$ cat config.mk
export PLATFORM = sky130hd
export DESIGN_NAME = fluxo_dados_flat
export DESIGN_NICKNAME = d
export VERILOG_FILES = /design/src/rtl/fluxo_dados_pkg.sv /design/src/rtl/fluxo_dados_if.sv /design/src/rtl/contador_m.sv /design/src/rtl/fluxo_dados.sv /design/src/flat_wrapper.sv
export SDC_FILE = /design/constraint.sdc
export NUM_CORES = 1
export LEC_CHECK = 0
export ABC_AREA = 1
export BUFFER_PORTS_ARGS = -buffer_cell sky130_fd_sc_hd__buf_2
export CORE_MARGIN = 2
export CORE_UTILIZATION = 50
export DETAILED_ROUTE_END_ITERATION = 10
export PLACE_DENSITY_LB_ADDON = 0.3
export SLEW_MARGIN = 15
export SYNTH_ARGS = -nofsm -noshare
export SYNTH_HDL_FRONTEND = slang
export SYNTH_HIERARCHICAL = 1
export SYNTH_SLANG_ARGS = --single-unit
$ cat constraint.sdc
create_clock -name clock -period 2.8 [get_ports clock]
set_input_delay 0.56 -clock clock [delete_from_list [all_inputs] [get_ports clock]]
set_output_delay 0.56 -clock clock [all_outputs]
set_load 0.02 [all_outputs]
$ cat src/rtl/fluxo_dados_pkg.sv
// Shared constants for the memory-game datapath:
// colour codes, default depth and the power-on sequence.
package fluxo_dados_pkg;

   typedef logic [3:0] cor_t;

   localparam cor_t VERMELHO = 4'b0001;
   localparam cor_t VERDE    = 4'b0010;
   localparam cor_t AZUL     = 4'b0100;
   localparam cor_t AMARELO  = 4'b1000;

   localparam int DEPTH_PADRAO = 16;

   // Entry i lives in bits [4*i +: 4]; entry 0 is the low nibble.
   localparam logic [63:0] SEQ_INICIAL = 64'h1824_8142_8418_2421;

   function automatic cor_t seq_inicial(input int i);
      return SEQ_INICIAL[(i % 16) * 4 +: 4];
   endfunction

endpackage

$ cat src/rtl/fluxo_dados_if.sv
// Command strobes from the game FSM and the
// status flags returned by the datapath.
interface fluxo_dados_if;

   logic zera_endereco, conta_endereco;
   logic zera_limite, conta_limite;
   logic zeraR, registrarR;
   logic zera_modo, registra_modo;
   logic zera_s_timeout, enable_timeout;
   logic zera_s_led, enable_led;
   logic registra_jogada, conf_leds;

   logic jogada, igual;
   logic enderecoIgualLimite, fim_sequencia;
   logic fim_jogo, timeout, timeout_led;
   logic timeout_habilitado;

   modport master (
      output zera_endereco, conta_endereco,
      output zera_limite, conta_limite,
      output zeraR, registrarR,
      output zera_modo, registra_modo,
      output zera_s_timeout, enable_timeout,
      output zera_s_led, enable_led,
      output registra_jogada, conf_leds,
      input  jogada, igual,
      input  enderecoIgualLimite, fim_sequencia,
      input  fim_jogo, timeout, timeout_led,
      input  timeout_habilitado
   );

   modport slave (
      input  zera_endereco, conta_endereco,
      input  zera_limite, conta_limite,
      input  zeraR, registrarR,
      input  zera_modo, registra_modo,
      input  zera_s_timeout, enable_timeout,
      input  zera_s_led, enable_led,
      input  registra_jogada, conf_leds,
      output jogada, igual,
      output enderecoIgualLimite, fim_sequencia,
      output fim_jogo, timeout, timeout_led,
      output timeout_habilitado
   );

endinterface

$ cat src/rtl/contador_m.sv
// Mod-M counter with clear priority; at the terminal
// count it either wraps to zero or saturates.
module contador_m #(
   parameter int M      = 16,
   parameter bit SATURA = 1'b0,
   localparam int W     = (M > 1) ? $clog2(M) : 1
) (
   input  logic         clock,
   input  logic         reset,
   input  logic         zera_i,
   input  logic         conta_i,
   output logic [W-1:0] q_o,
   output logic         fim_o
);

   logic [W-1:0] cnt_q, cnt_d;

   assign fim_o = (cnt_q == W'(M - 1));
   assign q_o   = cnt_q;

   always_comb begin
      cnt_d = cnt_q;
      if (zera_i)
         cnt_d = '0;
      else if (conta_i) begin
         if (fim_o)
            cnt_d = SATURA ? cnt_q : '0;
         else
            cnt_d = cnt_q + W'(1);
      end
   end

   always_ff @(posedge clock or posedge reset) begin
      if (reset) cnt_q <= '0;
      else       cnt_q <= cnt_d;
   end

endmodule

$ cat src/rtl/fluxo_dados.sv
// Memory-game datapath: sequence memory, counters, timers,
// move/mode registers and the button edge detector.
module fluxo_dados
   import fluxo_dados_pkg::*;
#(
   parameter int DEPTH     = DEPTH_PADRAO,
   parameter int M_TIMEOUT = 5000,
   parameter int M_LED     = 1000
) (
   input  logic          clock,
   input  logic          reset,
   input  logic [3:0]    botoes,
   input  logic          chave_timeout,
   fluxo_dados_if.slave  bus,
   output logic [3:0]    leds,
   output logic [3:0]    db_endereco,
   output logic [3:0]    db_limite,
   output logic [3:0]    db_jogada,
   output logic [3:0]    db_memoria
);

   localparam int AW = $clog2(DEPTH);
   localparam int TW = $clog2(M_TIMEOUT);
   localparam int LW = $clog2(M_LED);

   logic [AW-1:0] endereco, limite;
   logic [TW-1:0] tmo_cnt;
   logic [LW-1:0] led_cnt;
   logic          end_fim, lim_fim;

   cor_t botoes_meta_q, botoes_sync_q, botoes_ant_q;
   cor_t reg_jogada_q;
   logic jogada_q, modo_q;
   cor_t mem_q [DEPTH];
   cor_t mem_rd;

   contador_m #(.M(DEPTH), .SATURA(1'b0)) u_endereco (
      .clock, .reset,
      .zera_i (bus.zera_endereco),
      .conta_i(bus.conta_endereco),
      .q_o    (endereco),
      .fim_o  (end_fim)
   );

   contador_m #(.M(DEPTH), .SATURA(1'b0)) u_limite (
      .clock, .reset,
      .zera_i (bus.zera_limite),
      .conta_i(bus.conta_limite),
      .q_o    (limite),
      .fim_o  (lim_fim)
   );

   contador_m #(.M(M_TIMEOUT), .SATURA(1'b1)) u_tmo (
      .clock, .reset,
      .zera_i (bus.zera_s_timeout),
      .conta_i(bus.enable_timeout),
      .q_o    (tmo_cnt),
      .fim_o  (bus.timeout)
   );

   contador_m #(.M(M_LED), .SATURA(1'b1)) u_led (
      .clock, .reset,
      .zera_i (bus.zera_s_led),
      .conta_i(bus.enable_led),
      .q_o    (led_cnt),
      .fim_o  (bus.timeout_led)
   );

   logic unused_sinais;
   assign unused_sinais = ^{end_fim, tmo_cnt, led_cnt};

   // Two flops to synchronize, a third for edge detection.
   always_ff @(posedge clock or posedge reset) begin
      if (reset) begin
         botoes_meta_q <= '0;
         botoes_sync_q <= '0;
         botoes_ant_q  <= '0;
         jogada_q      <= 1'b0;
      end else begin
         botoes_meta_q <= botoes;
         botoes_sync_q <= botoes_meta_q;
         botoes_ant_q  <= botoes_sync_q;
         jogada_q      <= (|botoes_sync_q) & ~(|botoes_ant_q);
      end
   end

   always_ff @(posedge clock or posedge reset) begin
      if (reset) begin
         reg_jogada_q <= '0;
         modo_q       <= 1'b0;
      end else begin
         if (bus.zeraR)           reg_jogada_q <= '0;
         else if (bus.registrarR) reg_jogada_q <= botoes_sync_q;
         if (bus.zera_modo)          modo_q <= 1'b0;
         else if (bus.registra_modo) modo_q <= chave_timeout;
      end
   end

   always_ff @(posedge clock or posedge reset) begin
      if (reset) begin
         for (int i = 0; i < DEPTH; i++)
            mem_q[i] <= seq_inicial(i);
      end else if (bus.registra_jogada) begin
         mem_q[endereco] <= botoes_sync_q;
      end
   end

   assign mem_rd = mem_q[endereco];

   assign bus.jogada              = jogada_q;
   assign bus.igual               = (reg_jogada_q == mem_rd);
   assign bus.enderecoIgualLimite = (endereco == limite);
   assign bus.fim_sequencia       = (endereco == limite);
   assign bus.fim_jogo            = lim_fim;
   assign bus.timeout_habilitado  = modo_q;

   assign leds        = bus.conf_leds ? mem_rd : 4'b0000;
   assign db_endereco = 4'(endereco);
   assign db_limite   = 4'(limite);
   assign db_jogada   = reg_jogada_q;
   assign db_memoria  = mem_rd;

endmodule

$ cat src/flat_wrapper.sv
// flat-port wrapper written by rule: the top's interface ports become plain ports
module fluxo_dados_flat import fluxo_dados_pkg::*;
#(
   parameter int DEPTH     = DEPTH_PADRAO,
   parameter int M_TIMEOUT = 5000,
   parameter int M_LED     = 1000
)
  (clock, reset, botoes, chave_timeout, leds, db_endereco, db_limite, db_jogada, db_memoria, bus_zera_endereco, bus_conta_endereco, bus_zera_limite, bus_conta_limite, bus_zeraR, bus_registrarR, bus_zera_modo, bus_registra_modo, bus_zera_s_timeout, bus_enable_timeout, bus_zera_s_led, bus_enable_led, bus_registra_jogada, bus_conf_leds, bus_jogada, bus_igual, bus_enderecoIgualLimite, bus_fim_sequencia, bus_fim_jogo, bus_timeout, bus_timeout_led, bus_timeout_habilitado);
  fluxo_dados_if bus_i ();
  input  logic clock;
  input  logic reset;
  input  logic [3:0] botoes;
  input  logic chave_timeout;
  output logic [3:0] leds;
  output logic [3:0] db_endereco;
  output logic [3:0] db_limite;
  output logic [3:0] db_jogada;
  output logic [3:0] db_memoria;
  input wire logic [$bits(bus_i.zera_endereco)-1:0] bus_zera_endereco;
  input wire logic [$bits(bus_i.conta_endereco)-1:0] bus_conta_endereco;
  input wire logic [$bits(bus_i.zera_limite)-1:0] bus_zera_limite;
  input wire logic [$bits(bus_i.conta_limite)-1:0] bus_conta_limite;
  input wire logic [$bits(bus_i.zeraR)-1:0] bus_zeraR;
  input wire logic [$bits(bus_i.registrarR)-1:0] bus_registrarR;
  input wire logic [$bits(bus_i.zera_modo)-1:0] bus_zera_modo;
  input wire logic [$bits(bus_i.registra_modo)-1:0] bus_registra_modo;
  input wire logic [$bits(bus_i.zera_s_timeout)-1:0] bus_zera_s_timeout;
  input wire logic [$bits(bus_i.enable_timeout)-1:0] bus_enable_timeout;
  input wire logic [$bits(bus_i.zera_s_led)-1:0] bus_zera_s_led;
  input wire logic [$bits(bus_i.enable_led)-1:0] bus_enable_led;
  input wire logic [$bits(bus_i.registra_jogada)-1:0] bus_registra_jogada;
  input wire logic [$bits(bus_i.conf_leds)-1:0] bus_conf_leds;
  output wire logic [$bits(bus_i.jogada)-1:0] bus_jogada;
  output wire logic [$bits(bus_i.igual)-1:0] bus_igual;
  output wire logic [$bits(bus_i.enderecoIgualLimite)-1:0] bus_enderecoIgualLimite;
  output wire logic [$bits(bus_i.fim_sequencia)-1:0] bus_fim_sequencia;
  output wire logic [$bits(bus_i.fim_jogo)-1:0] bus_fim_jogo;
  output wire logic [$bits(bus_i.timeout)-1:0] bus_timeout;
  output wire logic [$bits(bus_i.timeout_led)-1:0] bus_timeout_led;
  output wire logic [$bits(bus_i.timeout_habilitado)-1:0] bus_timeout_habilitado;
  assign bus_i.zera_endereco = bus_zera_endereco;
  assign bus_i.conta_endereco = bus_conta_endereco;
  assign bus_i.zera_limite = bus_zera_limite;
  assign bus_i.conta_limite = bus_conta_limite;
  assign bus_i.zeraR = bus_zeraR;
  assign bus_i.registrarR = bus_registrarR;
  assign bus_i.zera_modo = bus_zera_modo;
  assign bus_i.registra_modo = bus_registra_modo;
  assign bus_i.zera_s_timeout = bus_zera_s_timeout;
  assign bus_i.enable_timeout = bus_enable_timeout;
  assign bus_i.zera_s_led = bus_zera_s_led;
  assign bus_i.enable_led = bus_enable_led;
  assign bus_i.registra_jogada = bus_registra_jogada;
  assign bus_i.conf_leds = bus_conf_leds;
  assign bus_jogada = bus_i.jogada;
  assign bus_igual = bus_i.igual;
  assign bus_enderecoIgualLimite = bus_i.enderecoIgualLimite;
  assign bus_fim_sequencia = bus_i.fim_sequencia;
  assign bus_fim_jogo = bus_i.fim_jogo;
  assign bus_timeout = bus_i.timeout;
  assign bus_timeout_led = bus_i.timeout_led;
  assign bus_timeout_habilitado = bus_i.timeout_habilitado;
  fluxo_dados #(.DEPTH(DEPTH), .M_TIMEOUT(M_TIMEOUT), .M_LED(M_LED)) u_core (.clock(clock), .reset(reset), .botoes(botoes), .chave_timeout(chave_timeout), .bus(bus_i), .leds(leds), .db_endereco(db_endereco), .db_limite(db_limite), .db_jogada(db_jogada), .db_memoria(db_memoria));
endmodule
==> results.md <==
- Status: complete, no violations
- Wirelength, routed: ~14000 um
- GRT Util Overall: between 20% and 30%
- Worst EP required: roughly 2.2 ns
- CP Max Fanout: 27
- Number of placement rows: 39
- Clk buf depth: 2
- Crit path largest cell delay: 0.46 ns
- FF-to-FF path depth: 5
- Worst path cell trace: buf_12, nand2_1, nand2_1, nand2_1, nand2_1, nand2_1, nand2_1, nor2_4, nor2_1, nor2_1, nand2_1, nor2_1, buf_2
- Final setup violation count: 0
- Type of the most critical hold path: in -> async
- Startpoint Class: flop
- Yosys Warn Count: 6
- Root Driver: clkbuf_16
- Hold WS: 0.0969 ns
- Die Y: between 100 and 150 um
- Max Clk Rate: ~0.38 GHz
- CTS Sinks: about 110
- Cts bufs inserted: 17
- Total gr overflow: 0
- Final core occ: approximately 60%
- Reg2reg start: u_core/u_endereco/q_o[0]$_DFFE_PP0P_
- P per Cell Area: 655 mW/mm^2
- Via count: 5166
- Slowest stage cell, crit path: dfrtp_2
- Most frequent CP cell: nand2_1
- Vias in the first global route: ~5000
- Initial antenna violation count: 0
- Final worst path period share: between 90% and 100%
- Max cap viols: 0
- Port Buffer Count: between 40 and 50
- Clock Pin Slew Worst Setup and Hold Paths: about 0.060 ns
- First-pass GRT wire length: ~24000 um
- IO Pins: between 40 and 50
- Largest net degree at the start of global routing: 48
- Leakage: 3.37 nW
- Peak VDD IR: approximately 0.0006 V
- Iter 0 DRT Violations: about 380
- Clock latency on the worst-skew pair: ~0.4 ns
- Mean post-synth cell area: about 7.4 um^2
- Syn_nets: around 810
- Avg WL per Cell: roughly 14 um
- Die ar.: around 0.013 mm^2
- Share of cells above drive strength 1: approximately 17%
- CTS tree: yes
- Final Hold Vio Count: 0
- Pins Over Slew Limit: 0
- Cell total after placement: 960
- Post-Synthesis Cells: between 700 and 800
- H-tree lvl count: 4
- Post-Place Cell Area: approximately 0.006 mm^2
- Layout Nets: between 800 and 900
- Cts hold-fix bufs: 0
- Worst Tran Pin Value: roughly 0.77 ns
- Routability cong.: approximately 0.88
- Cell area after synthesis: ~0.006 mm^2
- Slew headroom: 48.6%
- DRT Pass-1 Iters: 5
- Endpoint type of the worst setup path: output pin
- Layout area overhead: 16.6%
- Dpl hpwl: ~9000 um
- Number of antenna diodes: 0
- Cell area after layout: ~0.0068 mm^2
- Fin Clk Skew: between 0.005 and 0.006 ns
- CP Class: reg -> out
- Initial Util: 51.1%
- Data arrival, critical path: 2.09 ns
- Min Tclk post-route: around 2.7 ns
- DR vias/cell: roughly 5.2
- Setup Buffers After CTS: 0
- Detail Route Antenna Nets: 0
- CP Launch Point: u_core/u_endereco/q_o[0]$_DFFE_PP0P_
- Final non-filler cell total: between 900 and 1000
- Core Box Area: approximately 0.011 mm^2
- Drc violations: 0
- Die extent in x: about 110 um
- RSZ-0062 raised after global routing: yes
worst max-delay path, delay by kind of cell (launching register included):
| family | cells | cell delay, ns |
|---|---|---|
| and+or+nand+nor | 11 | 0.87 |
| buffers and inverters | 2 | 0.35 |
| DFF | 1 | 0.46 |
report_power, final:
| group | switching (mW) | internal (mW) | leakage (nW) |
|---|---|---|---|
| Clock | 0.760 | 1.35 | 0.273 |
| Sequential | 0.0784 | 1.76 | 1.44 |
| Combinational | 0.337 | 0.169 | 1.65 |
| Total | 1.18 | 3.28 | 3.37 |
sequential cells by signal, indices dropped and copies added (netlist names):
register and flops:
u_core/mem_q 64, u_core/u_tmo/q_o 13, u_core/u_led/q_o 10, u_core/botoes_ant_q 4, u_core/botoes_meta_q 4, u_core/botoes_sync_q 4, u_core/db_jogada 4, u_core/u_endereco/q_o 4
u_core/u_limite/q_o 4, u_core/bus.jogada 1, u_core/bus.timeout_habilitado 1
final timing paths:
path                                                      end  slack, ns
max                                                 bus_igual       0.15
min                        u_core/u_limite/q_o[2]$_DFFE_PP0P_        0.1
max reg2reg                      u_core/mem_q[15]$_DFFE_PP0P_       0.87
min reg2reg                 u_core/botoes_sync_q[1]$_DFF_PP0_       0.35
max in group asynchronous        u_core/mem_q[38]$_DFFE_PP1P_       1.67
min in group clock          u_core/botoes_meta_q[1]$_DFF_PP0_       0.25
cell usage in the layout, fill, tap and decap left out, types with 2 or more instances in the layout:
master,count
a21oi_1,22
a22o_1,2
buf_12,2
buf_2,48
buf_4,2
bufinv_16,2
clkbuf_16,17
clkbuf_8,2
clkinv_2,3
clkinv_4,2
clkinvlp_4,6
dfrtp_1,95
dfrtp_2,2
dfstp_2,16
ha_1,4
inv_1,61
inv_2,9
nand2_1,313
nand2_2,9
nand3_1,38
nand3_2,4
nand4_1,9
nor2_1,71
nor2_2,6
nor2_4,6
nor3_1,6
nor3_2,2
o21ai_0,60
o21ai_1,8
o22ai_1,4
or2_2,6
xnor2_1,2
xor2_1,4
final cells by class:
class	count	area, um^2
Clock buffer	19	453
Clock inverter	13	138
Fill cell	1010	4620
Inverter	71	272
Multi-Input combinational cell	580	2600
Sequential cell	113	2850
Tap cell	143	179
Timing Repair Buffer	53	307
routing by layer:
layer / wire (um) / share of wire, % / track usage, %
met1: 5990 / 44 / 29.0
met2: 6650 / 49 / 38.9
met3: 654 / 4.8 / 5.72
met4: 316 / 2.3 / 9.92
met5: 0 / 0 / 0
stage by stage:
step	setup TNS (ns)	setup WS (ns)	power, mW
6_report	0	0.150	4.45
5_1_grt	-0.0268	-0.0268	4.64
4_1_cts	0	0.0143	4.47
3_5_place_dp	0	0.469	2.36
3_3_place_gp	0	0.487	2.34
2_1_floorplan	0	0.158	2.21
what timing repair did:
| item | in CTS | in global routing |
|---|---|---|
| resized for setup | 0 | 17 |
| hold endpoints to repair | 0 | 0 |
| setup endpoints to repair | 0 | 2 |
Note: power is estimated with default switching activity, not from simulation.
